**src/rtl/count_pkg.sv**
```systemverilog
// count_pkg: shared types and default widths for the programmable counter.
//   mode_t : WRAP (roll over at the limits, emit tic) or SAT (stick at the limits).
//   N_DEF / M_DEF / P_DEF : default counter, top-bits and prescaler widths.
package count_pkg;

    typedef enum logic {
        WRAP = 1'b0,
        SAT  = 1'b1
    } mode_t;

    localparam int N_DEF = 20;
    localparam int M_DEF = 4;
    localparam int P_DEF = 8;

endpackage

```
**src/rtl/count_prog_presc_div.sv**
```systemverilog
// presc_div: enable-gated prescaler. It produces a step once every presc+1
// enabled cycles and keeps its phase while en is low.
//   clk   in   clock, rising edge
//   rst   in   asynchronous active-high reset
//   en    in   advance enable
//   clr   in   synchronous restart of the prescale phase
//   presc in   terminal count (P bits)
//   step  out  high on the enabled cycle where the phase reaches presc
module presc_div
    import count_pkg::*;
#(
    parameter int P = P_DEF
) (
    input  logic         clk,
    input  logic         rst,
    input  logic         en,
    input  logic         clr,
    input  logic [P-1:0] presc,
    output logic         step
);

    localparam logic [P-1:0] PCNT_ONE = {{(P-1){1'b0}}, 1'b1};

    logic [P-1:0] pcnt_r;

    // The step is taken on the same edge that sees the terminal phase.
    assign step = en && (pcnt_r == presc);

    // Phase counter. If presc drops below the current phase, it rolls over at 2^P-1.
    always_ff @(posedge clk or posedge rst) begin
        if (rst) begin
            pcnt_r <= {P{1'b0}};
        end else if (clr) begin
            pcnt_r <= {P{1'b0}};
        end else if (step) begin
            pcnt_r <= {P{1'b0}};
        end else if (en) begin
            pcnt_r <= pcnt_r + PCNT_ONE;
        end else begin
            pcnt_r <= pcnt_r;
        end
    end

endmodule

```
**src/rtl/count_prog.sv**
```systemverilog
// count_prog: programmable up/down counter with prescaler, runtime modulus,
// parallel load and wrap/saturate behaviour.
//   clk, rst      clock and asynchronous active-high reset
//   en, up        count enable (gates the prescaler) and direction
//   clr, load     synchronous clear (wins) and parallel load of load_val
//   modulus       top terminal value; the range is 0..modulus
//   presc         prescaler terminal; one step every presc+1 enabled cycles
//   mode          WRAP=0 / SAT=1
//   value, count  full register and its top M bits
//   tic           registered one-cycle pulse after a wrap
//   at_max/at_min combinational limit flags
module count_prog
    import count_pkg::*;
#(
    parameter int N = N_DEF,
    parameter int M = M_DEF,
    parameter int P = P_DEF
) (
    input  logic         clk,
    input  logic         rst,
    input  logic         en,
    input  logic         up,
    input  logic         clr,
    input  logic         load,
    input  logic [N-1:0] load_val,
    input  logic [N-1:0] modulus,
    input  logic [P-1:0] presc,
    input  logic         mode,
    output logic [N-1:0] value,
    output logic [M-1:0] count,
    output logic         tic,
    output logic         at_max,
    output logic         at_min
);

    localparam logic [N-1:0] VAL_ZERO = {N{1'b0}};
    localparam logic [N-1:0] VAL_ONE  = {{(N-1){1'b0}}, 1'b1};

    mode_t        mode_s;
    logic         step_s;
    logic         presc_clr_s;
    logic [N-1:0] value_r;
    logic [N-1:0] value_nxt_s;
    logic         tic_r;
    logic         tic_nxt_s;

    assign mode_s      = mode_t'(mode);
    // A load also restarts the prescale phase, so the next step arrives a full period later.
    assign presc_clr_s = clr | load;

    presc_div #(.P(P)) u_presc_div (
        .clk   (clk),
        .rst   (rst),
        .en    (en),
        .clr   (presc_clr_s),
        .presc (presc),
        .step  (step_s)
    );

    // Next value and wrap flag. Limits are checked before each +1/-1, so arithmetic never overflows.
    always_comb begin
        value_nxt_s = value_r;
        tic_nxt_s   = 1'b0;
        if (clr) begin
            value_nxt_s = VAL_ZERO;
        end else if (load) begin
            value_nxt_s = (load_val > modulus) ? modulus : load_val;
        end else if (step_s) begin
            if (up) begin
                if (value_r < modulus) begin
                    value_nxt_s = value_r + VAL_ONE;
                end else if (mode_s == WRAP) begin
                    value_nxt_s = VAL_ZERO;
                    tic_nxt_s   = 1'b1;
                end else begin
                    value_nxt_s = modulus;
                end
            end else begin
                if (value_r == VAL_ZERO) begin
                    if (mode_s == WRAP) begin
                        value_nxt_s = modulus;
                        tic_nxt_s   = 1'b1;
                    end else begin
                        value_nxt_s = VAL_ZERO;
                    end
                end else if (value_r > modulus) begin
                    // The modulus was lowered below the value. Snap to the new top without a wrap.
                    value_nxt_s = modulus;
                end else begin
                    value_nxt_s = value_r - VAL_ONE;
                end
            end
        end else begin
            value_nxt_s = value_r;
        end
    end

    // Counter and tic registers.
    always_ff @(posedge clk or posedge rst) begin
        if (rst) begin
            value_r <= VAL_ZERO;
            tic_r   <= 1'b0;
        end else begin
            value_r <= value_nxt_s;
            tic_r   <= tic_nxt_s;
        end
    end

    assign value  = value_r;
    assign count  = value_r[N-1 -: M];
    assign tic    = tic_r;
    assign at_max = (value_r >= modulus);
    assign at_min = (value_r == VAL_ZERO);

endmodule

```
**config.mk**
```make
export PLATFORM = sky130hd
export DESIGN_NAME = count_prog
export DESIGN_NICKNAME = d
export VERILOG_FILES = /design/src/rtl/count_pkg.sv /design/src/rtl/count_prog_presc_div.sv /design/src/rtl/count_prog.sv
export SDC_FILE = /design/constraint.sdc
export NUM_CORES = 1
export LEC_CHECK = 0
export CAP_MARGIN = 10
export CORE_MARGIN = 3
export CORE_UTILIZATION = 45
export DETAILED_ROUTE_END_ITERATION = 16
export PLACE_DENSITY = 0.81
export SLEW_MARGIN = 30
export SYNTH_ARGS = -nofsm -noshare
export SYNTH_HDL_FRONTEND = slang
export SYNTH_SLANG_ARGS = --single-unit
```
**constraint.sdc**
```tcl
create_clock -name clk -period 3.6 [get_ports clk]
set_clock_uncertainty 0.05 [all_clocks]
set_input_delay 0.54 -clock clk [delete_from_list [all_inputs] [get_ports clk]]
set_output_delay 0.54 -clock clk [all_outputs]
set_load 0.01 [all_outputs]
```
# Yosys cells after proc, flatten, opt, wreduce, memory -nomap -nowiden
# Cells that the tools add are included.
# W data, S select, Z words.
[word_totals]
output_inout_bits = 27
ff_bits = 29
input_bits = 55
wordCells = 36
[classes]
order_cmp = 4
n_reduce_logical = 4
muxes = 20
eq_ne = 1
bitwise_logic = 1
n_addsub = 3
[op_table]
columns = ["cell", "count"]
rows = [
  ["$mux W20", 10],
  ["$gt A20 B20 Y1", 2],
  ["$mux W8", 3],
  ["$add A20 B1 Y20 const B", 1],
  ["$ge A20 B20 Y1", 1],
  ["$logic_not A20 Y1", 1],
  ["$lt A20 B20 Y1", 1],
  ["$sub A20 B1 Y20 const B", 1],
  ["$add A8 B1 Y8 const B", 1],
  ["$eq A8 B8 Y1", 1],
  ["$mux W1", 7],
  ["$reduce_bool A3 Y1", 2],
  ["$logic_and A1 B1 Y1", 1],
  ["$or A1 B1 Y1", 1],
]

# Logic depth before layout (Yosys ltp)
[depth]
depth_word = 7
depth_mapped = 12
mapped_depth_nobuf = 10

# Modules after synthesis
# Synthesis repeated with hierarchy kept, for this count alone.
[hier_totals]
cells_unflattened = 539
hier_area_um2 = 4101.4
[modules_own_cells]
columns = ["module", "cells_per_inst", "instances", "seq_area_each_um2", "area_per_inst_um2"]
rows = [
  ["count_prog", 486, 1, 525.5, 3587.2],
  ["presc_div", 53, 1, 200.2, 514.2],
]

# Worst setup path before layout
# Ideal clock, no wire load.
[synth_timing]
kind = "input -> register"
from = "input modulus[18]"
to = "register value_r[19], in the netlist value[19]"
t_required_ps = 3429
n_path_buf = 1
t_arrival_ps = 2501
setup_ps = 121
path_stages = 11
setup_slack_ps = 928
path_cell_list = "inv_1 -> ha_1 -> nand4_1 -> nor4_2 -> o21ai_1 -> nand4_2 -> a21oi_2 -> buf_2 -> a22oi_1 -> o221ai_1 -> a22o_1"
[synth_via]
elab_chain_cells = 7
word_cells_on_any_way = 11
classes_between = "3 x order compare; 8 x mux"
[synth_rtl]
columns = ["item", "line", "text"]
rows = [
  ["start, declared", "count_prog.sv:26", "input logic [N-1:0] modulus,"],
  ["$gt A20 B20 Y1", "count_prog.sv:86", "end else if (value_r > modulus) begin"],
  ["$mux W20", "count_prog.sv:86", ""],
  ["$mux W20", "count_prog.sv:79", "if (value_r == VAL_ZERO) begin"],
  ["$mux W20", "count_prog.sv:69", "if (up) begin"],
  ["$mux W20", "count_prog.sv:68", "end else if (step_s) begin"],
  ["$mux W20 (*)", "count_prog.sv:66", "end else if (load) begin"],
  ["$mux W20 (*)", "count_prog.sv:64", "if (clr) begin"],
  ["end signal, assigned", "count_prog.sv:104", "value_r <= value_nxt_s;"],
  ["end, declared", "count_prog.sv:42", "logic [N-1:0] value_r;"],
]
# Every way passes the cells marked *; elsewhere a longest branch is shown, timed or not. The select of a mux whose other input is x is not followed.
# A chain may end at the register's enable or synchronous reset.

# Final worst setup path
[layout_timing]
from = "input modulus[14]"
to = "register value_r[19], in the netlist value[19]"
# The elaborated chain is that of the path after synthesis.

==> summary.md <==
| Metric | Value |
|---|---|
| Clock buffer count from CTS | 5 |
| WL/cell | 19.75 um |
| Cell Area, Placed | 5146 sq um |
| Vias in the first global route | 4589 |
| Post-synth EDFFs | 0 |
| Critical Path Sink Type | register |
| Number of port buffers | 81 |
| Clock Latency Late Sink | 0.30 ns |
| FP Rows | 34 |
| Critical Path Fanout Max | 5 |
| Min setup slack post-route | 0.1650 ns |
| # IOs | 82 |
| Post-synthesis sequential area ratio | 17.54% |
| RSZ-0062 raised after global routing | no |
| Post-synth ARST share | 100.0% |
| Final setup fails | 0 |
| Clk sinks | 29 |
| Max-slew violations | 0 |
| Final hold vios | 0 |
| Final ANT Viol Nets | 0 |
| Htree depth | 2 |
| GPL Wtd Cong | 1.034 |
| Slew headroom | 40.79% |
| Max Fclk | 0.2911 GHz |
| Post-route cell area | 5313 sq um |
| Yosys cell types | 63 |
| Synth Instances | 544 |
| Setup TNS | 0 ns |
| CP peak stage delay | 0.53 ns |
| Pwr Density | 294.8 nW/um^2 |
| Deepest clock path buffer count | 2 |
| CTS tree | done |
| Die footprint | 10380 sq um |
| Post-Syn Area per Cell | 7.604 sq um |
| Synth Net Count | 643 |
| Worst hold slack | 0.5498 ns |
| Largest delay contributor family on the critical path | compound AO/OA/AOI/OAI gates |
| Area leader, netlist | dfrtp_1 |
| Chip Height | 101.9 um |
| First-pass GRT wire length | 23080 um |
| Required @ worst endpoint | 3.74 ns |
| Drt total wl | 14670 um |
| Layout cell share with drive strength beyond 1 | 10.55% |
| Startpoint Class | input pin |
| Die width | 101.9 um |
| Top cell type's share of synthesized area | 17.54% |
| Total power | 1.566 mW |
| Hold buffers post-CTS | 0 |
| Cell Area, Synth | 4136 sq um |
| CP bufs+invs | 3 |
| Gr usage total | 28.35% |
| Overflow after GRT | 0 |
| Leak pwr | 2.301 nW |
| Final period util | 95.42% |
| Worst-Margin Slew | 0.8801 ns |
| Via-to-Cell Ratio | 6.437 |
| Core area | 8806 sq um |
| DP Worst Slack | -0.06322 ns |
| Clock transition at path regs | 0.08 ns |
| Slowest-stage cell, CP | clkdlybuf4s50_1 |
| CTS root buffer | clkbuf_8 |
| Critical path, cell by cell | clkdlybuf4s50_1 > inv_1 > ha_1 > nand4_1 > nor4_1 > a21bo_2 > a41oi_2 > buf_4 > mux2i_1 > o221ai_1 > a22o_1 |
| Worst EP arrival | 3.58 ns |
| Pre-Repair DR Iteration Count | 5 |
| Initial antenna violation count | 0 |
| Count leader, synth | nand2_1 |
| Max VDD drop | 0.2381 mV |
| Synth top area cells | dfrtp_1, ha_1, xor2_1 |
| Status | finished, final reports clean |
| DRC | 0 |
| Yosys reg bits | 29 |
| Nets | 733 |
| Vias after detailed routing | 4783 |
| Leading cell types by count after synthesis | nand2_1, ha_1, a21oi_1, nor2_1 |
| Ys flop type | dfrtp_1 |
| Post-detail-place hpwl | 11060 um |
| Crit path time final | 3.435 ns |
| Synth-to-layout area growth | 28.43% |
| Initial Util | 46.97% |
| Largest net degree at the start of global routing | 30 |
| Min-Delay Path Class | reg2reg |
| Yosys warns | 0 |
| Max cap viols | 0 |
| Iter 0 DRT Violations | 492 |
| Kind of critical path | in2reg |
| Ant diodes | 0 |
==> cell type report <==
type	count	area, sq um
Sequential cell	29	725.7
Timing Repair Buffer	122	1121
Multi-Input combinational cell	450	3099
Clock inverter	3	65.06
Fill cell	774	3493
Inverter	26	97.59
Tap cell	108	135.1
Clock buffer	5	68.82
==> where the power goes <==
group	total, mW	internal [mW]	switching (mW)
registers	0.393	0.346	0.0461
clock network	0.433	0.275	0.158
logic	0.741	0.330	0.411
total	1.57	0.952	0.615
==> layer usage <==
metal	global-route usage [%]	share of wire [%]
met4	10.60	3.2
met5	0	0
met2	47.89	47
met1	36.71	40
met3	4.232	9.5
==> cell families after synthesis <==
kind of cell               count (synthesis)  synth area share, %
AOI/OAI and AO/OA                        149                24.89
xor gates and xnor gates                  44                9.316
adders and majority gates                 44                13.31
buffers and inverters                     65                7.532
DFF                                       29                17.54
muxes                                     10                2.450
and+or+nand+nor                          203                24.96
==> repair_timing <==
action	in CTS	in global routing
setup endpoints to repair	0	1
buffers inserted	0	4
gates resized for setup	0	1
==> stage by stage <==
stage	utilization (%)	std cells
after global placement	58.44	731
after detailed placement	58.44	731
after global routing	60.33	743
after floorplan	-	544
after CTS	59.96	739
final	60.33	743
==> tightest hold or removal path, cell delays in order (launching register included) <==
cell	delay [ns]
dfrtp_1	0.40
xor2_1	0.09
nor2_1	0.08
==> state kept, by name, indices dropped and copies added, names as in the netlist <==
| name | count |
|---|---|
| value | 20 |
| u_presc_div.pcnt_r | 8 |
| tic | 1 |
==> cell usage in the layout (no fill, tap or decap), types with 8 or more instances in the layout <==
master           instances
a21oi_1                 38
a221oi_1                11
buf_4                   41
clkdlybuf4s50_1         80
dfrtp_1                 29
ha_1                    44
inv_1                   25
mux2i_1                  9
nand2_1                 61
nand3_1                 31
nand4_1                 15
nor2_1                  38
nor2b_1                  8
nor3_1                  11
o211ai_1                10
o21ai_0                 26
o21ai_1                 11
xnor2_1                 13
xor2_1                  31
==> worst paths after layout <==
kind	startpoint	endpoint	slack, ns	cells after the start
setup / recovery	modulus[14]	value[19]$_DFFE_PP0P_	0.17	11
hold / removal	u_presc_div.pcnt_r[6]$_DFFE_PP0P_	u_presc_div.pcnt_r[6]$_DFFE_PP0P_	0.55	2
setup reg to reg	value[12]$_DFFE_PP0P_	value[10]$_DFFE_PP0P_	0.46	11
hold reg to reg	u_presc_div.pcnt_r[6]$_DFFE_PP0P_	u_presc_div.pcnt_r[6]$_DFFE_PP0P_	0.55	2
max in group asynchronous	rst	u_presc_div.pcnt_r[6]$_DFFE_PP0P_	2.59	3
min in group asynchronous	rst	value[19]$_DFFE_PP0P_	0.59	3
Note: power is estimated with default switching activity, not from simulation.
